--- config.mk ---
export PLATFORM = sky130hd
export DESIGN_NAME = pattern_serializer
export DESIGN_NICKNAME = d
export VERILOG_FILES = /design/src/rtl/serializer_pkg.sv /design/src/rtl/word_fifo.sv /design/src/rtl/pattern_serializer.sv
export SDC_FILE = /design/constraint.sdc
export NUM_CORES = 1
export LEC_CHECK = 0
export CELL_PAD_IN_SITES_DETAIL_PLACEMENT = 0
export CELL_PAD_IN_SITES_GLOBAL_PLACEMENT = 1
export CORE_MARGIN = 2
export CORE_UTILIZATION = 40
export CTS_BUF_LIST = sky130_fd_sc_hd__clkbuf_8
export DETAILED_ROUTE_END_ITERATION = 8
export PLACE_DENSITY_LB_ADDON = 0.1
export SLEW_MARGIN = 20
export SYNTH_ARGS = -nofsm -noshare
export SYNTH_HDL_FRONTEND = slang
export SYNTH_HIERARCHICAL = 1
export SYNTH_SLANG_ARGS = --single-unit
--- constraint.sdc ---
create_clock -name clk -period 2.4 [get_ports clk]
set_clock_uncertainty 0.05 [all_clocks]
set_input_delay 0.36 -clock clk [delete_from_list [all_inputs] [get_ports clk]]
set_output_delay 0.36 -clock clk [all_outputs]
set_load 0.02 [all_outputs]
--- src/rtl/serializer_pkg.sv ---
// Shared types and helpers for the pattern serializer and its word FIFO.
package serializer_pkg;

   // Serializer FSM: IDLE drives the idle level, SHIFT drives data bits.
   typedef enum logic {
      IDLE  = 1'b0,
      SHIFT = 1'b1
   } ser_state_e;

   // Level driven on r when no word is being shifted.
   localparam logic IDLE_BIT_DEFAULT = 1'b0;

   // Occupancy counter width: must be able to hold the value depth itself.
   function automatic int CNT_W(input int depth);
      return $clog2(depth) + 1;
   endfunction

endpackage

--- src/rtl/word_fifo.sv ---
// Small synchronous FIFO: array storage, wrapping pointers, head word always
// visible on rdata. Push when full and pop when empty are ignored.
module word_fifo
   import serializer_pkg::*;
#(
   parameter int WIDTH = 8,
   parameter int DEPTH = 4
) (
   input  logic                     clk,
   input  logic                     srst,
   input  logic                     push,
   input  logic                     pop,
   input  logic [WIDTH-1:0]         wdata,
   output logic [WIDTH-1:0]         rdata,
   output logic [CNT_W(DEPTH)-1:0]  count,
   output logic                     full,
   output logic                     empty
);

   localparam int PTR_W = $clog2(DEPTH);
   localparam int CW    = CNT_W(DEPTH);
   localparam logic [CW-1:0] FULL_CNT = CW'(DEPTH);

   logic [WIDTH-1:0] mem_q [DEPTH];
   logic [PTR_W-1:0] wr_ptr_q;
   logic [PTR_W-1:0] rd_ptr_q;
   logic [CW-1:0]    count_q;
   logic             do_push;
   logic             do_pop;

   assign do_push = push && !full && !srst;
   assign do_pop  = pop && !empty;

   // Storage write; no reset so the array can map onto plain memory.
   always_ff @(posedge clk) begin
      if (do_push) begin
         mem_q[wr_ptr_q] <= wdata;
      end
   end

   // Pointer and occupancy bookkeeping; pointers wrap naturally modulo DEPTH.
   always_ff @(posedge clk) begin
      if (srst) begin
         wr_ptr_q <= '0;
         rd_ptr_q <= '0;
         count_q  <= '0;
      end else begin
         if (do_push) begin
            wr_ptr_q <= wr_ptr_q + 1'b1;
         end
         if (do_pop) begin
            rd_ptr_q <= rd_ptr_q + 1'b1;
         end
         case ({do_push, do_pop})
            2'b10:   count_q <= count_q + 1'b1;
            2'b01:   count_q <= count_q - 1'b1;
            default: count_q <= count_q;
         endcase
      end
   end

   assign rdata = mem_q[rd_ptr_q];
   assign count = count_q;
   assign full  = (count_q == FULL_CNT);
   assign empty = (count_q == '0);

endmodule

--- src/rtl/pattern_serializer.sv ---
// Accepts parallel words over valid/ready, queues them, and shifts them out
// one bit per clock on r with no gap between queued words.
module pattern_serializer
   import serializer_pkg::*;
#(
   parameter int   WIDTH     = 8,
   parameter int   DEPTH     = 4,
   parameter int   MSB_FIRST = 1,
   parameter logic IDLE_BIT  = IDLE_BIT_DEFAULT
) (
   input  logic                     clk,
   input  logic                     state_reset,
   input  logic [WIDTH-1:0]         in_data,
   input  logic                     in_valid,
   output logic                     in_ready,
   output logic                     r,
   output logic                     r_valid,
   output logic                     word_done,
   output logic [CNT_W(DEPTH)-1:0]  fifo_count
);

   localparam int BC_W = $clog2(WIDTH);
   localparam logic [BC_W-1:0] LAST_IDX = BC_W'(WIDTH - 1);
   localparam logic [BC_W-1:0] ONE_CNT  = BC_W'(1);

   ser_state_e       state_q, state_d;
   logic [WIDTH-1:0] shift_q, shift_d;
   logic [BC_W-1:0]  bit_cnt_q, bit_cnt_d;
   logic             r_q, r_d;
   logic             r_valid_q, r_valid_d;
   logic             word_done_q, word_done_d;

   logic             push;
   logic             pop;
   logic             load;
   logic             advance;
   logic [WIDTH-1:0] src;
   logic [WIDTH-1:0] fifo_rdata;
   logic             fifo_full;
   logic             fifo_empty;

   // Readiness ignores a same-cycle pop, so a full FIFO never accepts.
   assign in_ready = !fifo_full && !state_reset;
   assign push     = in_valid && in_ready;

   word_fifo #(
      .WIDTH (WIDTH),
      .DEPTH (DEPTH)
   ) u_fifo (
      .clk   (clk),
      .srst  (state_reset),
      .push  (push),
      .pop   (pop),
      .wdata (in_data),
      .rdata (fifo_rdata),
      .count (fifo_count),
      .full  (fifo_full),
      .empty (fifo_empty)
   );

   // Next-state logic: load a fresh word, step through the current one, or idle.
   always_comb begin
      state_d     = state_q;
      shift_d     = shift_q;
      bit_cnt_d   = bit_cnt_q;
      r_d         = IDLE_BIT;
      r_valid_d   = 1'b0;
      word_done_d = 1'b0;
      load        = 1'b0;
      advance     = 1'b0;
      src         = shift_q;

      case (state_q)
         IDLE: begin
            if (!fifo_empty) begin
               load = 1'b1;
            end
         end
         SHIFT: begin
            if (bit_cnt_q != '0) begin
               advance     = 1'b1;
               bit_cnt_d   = bit_cnt_q - 1'b1;
               word_done_d = (bit_cnt_q == ONE_CNT);
            end else if (!fifo_empty) begin
               load = 1'b1;
            end else begin
               state_d = IDLE;
            end
         end
         default: state_d = IDLE;
      endcase

      // A loaded word is emitted from the FIFO head; otherwise from the shifter.
      if (load) begin
         src       = fifo_rdata;
         state_d   = SHIFT;
         bit_cnt_d = LAST_IDX;
      end

      if (load || advance) begin
         r_valid_d = 1'b1;
         if (MSB_FIRST != 0) begin
            r_d     = src[WIDTH-1];
            shift_d = src << 1;
         end else begin
            r_d     = src[0];
            shift_d = src >> 1;
         end
      end
   end

   assign pop = load;

   // State and registered serial outputs.
   always_ff @(posedge clk) begin
      if (state_reset) begin
         state_q     <= IDLE;
         shift_q     <= '0;
         bit_cnt_q   <= '0;
         r_q         <= IDLE_BIT;
         r_valid_q   <= 1'b0;
         word_done_q <= 1'b0;
      end else begin
         state_q     <= state_d;
         shift_q     <= shift_d;
         bit_cnt_q   <= bit_cnt_d;
         r_q         <= r_d;
         r_valid_q   <= r_valid_d;
         word_done_q <= word_done_d;
      end
   end

   assign r         = r_q;
   assign r_valid   = r_valid_q;
   assign word_done = word_done_q;

endmodule
==> metrics.txt, run 1 <==
status finished, final reports clean; critical path class flip-flop to flip-flop; Final ANT Viol Nets 0; Initial Util 0.4204; Sink Count 55; Place WS -0.2220 ns; Area Overhead vs Synth 24.03%; initial drt markers 82; Min-Delay Path Class flip-flop to flip-flop; Peak VDD IR 0.0003731 V; largest net degree at the start of global routing 17; Clock transition at path regs roughly 0.1 ns; CTS tree done; final slew viol count 0; final setup margin around 0.094 ns; CP Launch Point bit_cnt_q[0]; I/O pin count 18; Net Count, Synth roughly 190; DRC violations left 0; clock latency at the later pin of the worst-skew pair ~0.30 ns; worst reg-to-reg path cell count 13; Fmax about 430 MHz; syn avg cell area approximately 14 sq um; share of cells above drive strength 1 0.3029; Pleak approximately 0.0011 uW; Num CTS Buffers 5; startpoint types flip-flop; period utilization 0.9607; WL/cell 14.53 microns; worst path required time between 2 and 3 ns; Arr. time, crit path 2.49 ns; GRT Resource Usage Total 0.1421; Final nets approximately 230; Crit Reg-Reg Startpoint bit_cnt_q[0]; YS warnings 6; hold path start shift_q[7]; EDFF count, synth 32; Critical Path End Type flip-flop; antenna violations before repair 0; CP max FO 2; hold depth 2; Synth area leader edfxtp_1; Mapped Cells 166; synth unique cells 37; number of global-route vias before repair 1395; Max Used Layer met4; WL met2 around 2100 microns; IO buf count 17; die area 6487 sq um; Synth area leaders edfxtp_1, dfxtp_1, mux4_2, ha_1, mux2i_1; Die Ht 80.54 microns; Die X roughly 80 microns; fin crit period about 2.3 ns; row count 27; Min Hold Slack roughly 0.45 ns; Final Wtd Congestion around 0.72; Finished Cell Area 2907 sq um; Seq cells post-synth between 50 and 60; GRT Residual Overflow 0; metal3 WL between 100 and 150 microns; HPWL Detailed 2935 microns; RSZ-0062 raised after global routing yes; first-pass GRT wire length 6886 microns; power consumption approximately 1900 uW; met1 WL roughly 1900 microns; Final Hold Violating Endpoints 0; ANT cells 0; fin util 0.5214; final WL slightly above 4000 microns; clk root buf clkbuf_8; Final setup viols 0; Most used DFF post-synth edfxtp_1; relative slew slack 0.6365; placed instance area roughly 2800 sq um; Cell Pwr Density 650.9 nW/um^2; vias per cell about 5.0; register area share after synthesis 0.6065; Async SR Flop Fraction 0; Worst-Margin Slew ~0.54 ns; area of the core approximately 5600 sq um; H-Tree Depth 2; area share of the largest cell type after synthesis 0.4100; Initial DRT Pass Iterations 4; DR vias ~1400; maxcap violations 0; clock tree buffer depth 2; cell area after synthesis ~2300 sq um
flip-flops by register name (all words and copies together) (netlist names), named ones only:
register and cells:
word_done 1, u_fifo/mem_q 32, r_valid 1, u_fifo/wr_ptr_q 2, bit_cnt_q 3, shift_q 7, r 1, u_fifo/rd_ptr_q 2
state_q 1, u_fifo/count 3
metrics by stage:
| step | TNS [ns] | cells |
|---|---|---|
| 6_report | 0 | 280 |
| 3_3_place_gp | -0.1306 | 270 |
| 4_1_cts | 0 | 278 |
| 3_5_place_dp | -0.2460 | 270 |
| 5_1_grt | -0.02988 | 280 |
| 2_1_floorplan | 0 | 166 |
where the power goes:
part	switching, uW	internal (uW)	total, uW
clock network	277	306	583
registers	22.8	1030	1050
logic	127	132	259
path summary, 6_finish.rpt:
| kind | slack, ns | endpoint |
|---|---|---|
| max reg2reg | 0.09 | u_fifo/count[2] |
| min | 0.45 | r |
| min reg2reg | 0.45 | r |
| max | 0.09 | u_fifo/count[2] |
placed cells by master (no fill, tap or decap), drive strengths merged, types with 3 or more instances in the layout:
| cell | Yosys | layout |
|---|---|---|
| mux2i | 8 | 8 |
| o211a | 6 | 6 |
| clkdlybuf4s50 | 0 | 17 |
| o21ai | 10 | 10 |
| or3 | 3 | 3 |
| nand2b | 4 | 4 |
| inv | 13 | 13 |
| mux4 | 8 | 8 |
| nor3 | 4 | 4 |
| ha | 8 | 8 |
| a21oi | 8 | 8 |
| xor2 | 3 | 3 |
| buf | 6 | 24 |
| dfxtp | 23 | 23 |
| and2 | 5 | 5 |
| nor2 | 9 | 9 |
| edfxtp | 32 | 32 |
| clkbuf | 1 | 5 |
logic make-up (layout without fill, tap and decap cells):
| group | Yosys count | in the layout | synth area share |
|---|---|---|---|
| adders and majority gates | 9 | 9 | 0.05126 |
| and+or+nand+nor | 33 | 33 | 0.09343 |
| xor gates and xnor gates | 3 | 3 | 0.01121 |
| DFF | 55 | 55 | 0.6065 |
| AOI/OAI and AO/OA | 30 | 30 | 0.08542 |
| buffers and inverters | 20 | 62 | 0.04111 |
| muxes | 16 | 16 | 0.1111 |
cells in the mapped netlist, types with 3 or more instances:
cell type / n
a21oi_1: 8
and2_1: 5
dfxtp_1: 23
edfxtp_1: 32
ha_1: 8
inv_1: 12
mux2i_1: 8
mux4_2: 8
nand2b_1: 3
nor2_1: 8
nor3_2: 3
o211a_1: 6
o21ai_0: 7
o21ai_1: 3
or3_1: 3
xor2_1: 3
area by class of cell:
type	count	area, sq um
tap	72	90.09
inverter	13	48.80
sequential	55	1429
clock inverter	3	38.79
clock buffer	5	68.82
fill	511	2668
multi-input combinational	91	880.8
timing repair buffer	41	350.3
layer usage:
layer  vias up  track usage
li1        685            -
met1       694       0.1797
met2        21       0.2425
met3         6      0.02697
met4         0      0.05085
met5         -            0
worst max-delay path, cell delays in order (launching register included):
cell,delay [ns]
dfxtp_2,0.34
inv_2,0.07
ha_4,0.13
nor2b_4,0.17
nor2_4,0.05
nor2_4,0.10
o31ai_2,0.08
inv_1,0.07
ha_2,0.17
inv_1,0.06
fa_2,0.34
xor2_1,0.15
or3_1,0.32
a21oi_2,0.14
what timing repair did:
item,CTS,global route
resized for setup,5,4
setup endpoints to repair,1,1
endpoints found under the hold margin,0,0
gates cloned,0,0
hold buffers,0,0
pin swaps,0,1
setup buffers,0,2
Power figures use the tool's default switching activity.
==> run 2, diff against run 1 <==
- CORE_MARGIN: 2 -> 1.5
- TNS_END_PERCENT: not set -> 50
==> run 2 against run 1 <==
  * Non-clock buffer count rose by 1
  * Count of clock-buffer cells in the layout did not move
  * Final cell count rose by 0.36%
  * Die area fell by 2.5%
  * Sequential power barely moved
  * Largest power group unchanged
==> metrics.txt, run 2 (same netlist as run 1, synthesis figures left out) <==
IO buf count 17 (unchanged); CP Cell Sequence inv_2 > ha_4 > nor2b_4 > nor2_4 > nor2_4 > o31ai_2 > inv_1 > ha_2 > inv_1 > fa_2 > xor2_1 > or3_1 > a21oi_2; Internal Power 1366 uW (-6.7%); Min Hold Slack 0.4396 ns (-0.01171 ns); Max Used Layer met4; Final Wtd Congestion 0.7255 (+0.15%); Fillers 486 (-4.9%); clock tree buffer depth 2 (unchanged); Peak VDD IR 0.0004271 V (+14%); WL met2 2067 microns (+0.83%); period utilization 0.9378 (-0.02284); Slowest cell on crit path fa_2; Clock transition at path regs 0.10 ns (about the same); row count 27 (unchanged); reg2reg end u_fifo/count[2]; Top Registers u_fifo/mem_q x32, shift_q x7; Crit Reg-Reg Startpoint bit_cnt_q[0]; CTS tree done; Hold Path End r; Sink Count 55 (unchanged); placed instance area 2754 sq um (unchanged); initial drt markers 33 (-60%); worst path required time 2.60 ns (+0.02 ns); worst reg-to-reg setup slack 0.15 ns (+0.05 ns); CP max FO 2 (unchanged); max FFs per register 32 (unchanged); GRT Residual Overflow 0 (unchanged); Net Sw Frac 0.2492 (+0.02347); share of power burned in registers 0.577 (+0.022); WL/cell 14.65 microns (+0.84%); Die X 79.54 microns (-1.2%); Fmax 444.3 MHz (+2.4%); worst reg-to-reg path cell count 13 (unchanged); hold path start shift_q[7]; final WL 4118 microns (+1.2%); Most flops, register u_fifo/mem_q; relative slew slack 0.6430 (+0.006473); Finished Cell Area 2899 sq um (-0.26%); final slew viol count 0 (unchanged); Cell Pwr Density 627.7 nW/um^2 (-3.6%); number of global-route vias before repair 1505 (+7.9%); H-Tree Depth 2 (unchanged); antenna violations before repair 0 (unchanged); Final Hold Violating Endpoints 0 (unchanged); Area Overhead vs Synth 23.71%; hold depth 2 (unchanged); vias per cell 4.925 (-1.9%); Num CTS Buffers 5 (unchanged); startpoint types flip-flop; critical path class flip-flop to flip-flop; DR vias 1384 (-1.6%); area of the core 5574 sq um (unchanged); die area 6327 sq um (-2.5%); final setup margin 0.1492 ns (+0.05482 ns); CTS Hold Bufs 0 (unchanged); setup TNS 0 ns (unchanged); Initial DRT Pass Iterations 4 (unchanged); share of cells above drive strength 1 0.3110 (+0.008120); most common cell after layout, fill and taps aside edfxtp_1; fin crit period 2.251 ns (-0.05482 ns); Pleak 0.001099 uW (-0.74%); Initial Util 0.4204 (unchanged); I/O pin count 18 (unchanged); Crit path largest cell delay 0.34 ns (about the same); largest net degree at the start of global routing 19 (+2); DRC violations left 0 (unchanged); metal3 WL 151 microns (+32%); Die Ht 79.54 microns (-1.2%); Arr. time, crit path 2.45 ns (-0.04 ns); RSZ-0062 raised after global routing no; Place WS -0.2068 ns (+0.01518 ns); GRT Resource Usage Total 0.1512 (+0.009087); Worst-Margin Slew 0.5348 ns (-0.009697 ns); met1 WL 1857 microns (about the same); maxcap violations 0 (unchanged); ANT cells 0 (unchanged); Comb power frac 0.140 (+0.003); HPWL Detailed 2926 microns (-0.29%); power consumption 1820 uW (-3.8%); Min-Delay Path Class flip-flop to flip-flop; clock network power share 0.283 (-0.025); commonest cells after routing, fill and taps aside edfxtp_1, buf_4, dfxtp_1; Final nets 228 (+0.44%); Critical Path End Type flip-flop; Final ANT Viol Nets 0 (unchanged); clk root buf clkbuf_8; Sw Pwr 453.4 uW (+6.2%); status finished, final reports clean; Final setup viols 0 (unchanged); first-pass GRT wire length 7093 microns (+3.0%); clock latency at the later pin of the worst-skew pair 0.31 ns (about the same)
==> run 2: cell count changes in the layout (fill, tap and decap cells not counted), sizes merged <==
cell and delta:
buf +1, clkinvlp +2, bufinv -1, clkinv -2, inv +1
==> run 2: how the worst max path moves through the flow <==
| stage | from | endpoint | slack (ns) | cells after the start |
|---|---|---|---|---|
| finish | bit_cnt_q[0] | u_fifo/count[2] | 0.15 | 13 |
| global route | bit_cnt_q[0] | u_fifo/count[2] | 0.006 | 13 |
| CTS | bit_cnt_q[0] | u_fifo/count[2] | 0.003 | 13 |
| detailed placement | state_reset | u_fifo/count[2] | -0.21 | 12 |
| global placement | state_reset | u_fifo/count[2] | -0.13 | 12 |
| floorplan | bit_cnt_q[0] | u_fifo/count[2] | 0.005 | 14 |
==> run 2: what timing repair did <==
action                                  in CTS  in global routing
pin swaps                                    0                  2
gates cloned                                 0                  0
endpoints found under the setup margin       1                  1
gates resized for setup                      2                  7
setup buffers                                0                  3
==> run 2: worst max-delay path: cells and delay by family (launching register included) <==
family	cells	cell delay, ns
AND/OR/NAND/NOR	4	0.62
AO/OA/AOI/OAI	2	0.19
adder cells (fa/ha/maj)	3	0.64
flip-flops	1	0.33
buffers and inverters	3	0.18
XOR/XNOR	1	0.16
==> run 2: power by group through the flow <==
stage | clock network (uW) | registers [uW] | logic [uW]
after floorplan | 0 | 1070 | 157
after global placement | 0 | 1070 | 241
after detailed placement | 0 | 1070 | 249
after CTS | 532 | 1050 | 255
after global routing | 571 | 1050 | 285
final | 515 | 1050 | 255
==> run 2: stage by stage <==
stage	utilization	cells
floorplan	-	166
global placement	0.4941	270
detailed placement	0.4941	270
CTS	0.5120	278
global route	0.5201	281
finish	0.5201	281
==> run 2: metal layers <==
layer,vias up,GRT usage
met1,669,0.1872
li1,687,-
met2,24,0.2500
met3,4,0.04571
met5,-,0
met4,0,0.05263
==> run 2: layout make-up <==
type	count	area, sq um	share of cell area
clock buffer	5	68.82	0.02374
tap	72	90.09	0.03107
clock inverter	3	23.77	0.008200
timing repair buffer	42	357.8	0.1234
multi-input combinational	91	880.8	0.3038
sequential	55	1429	0.4929
inverter	13	48.80	0.01683
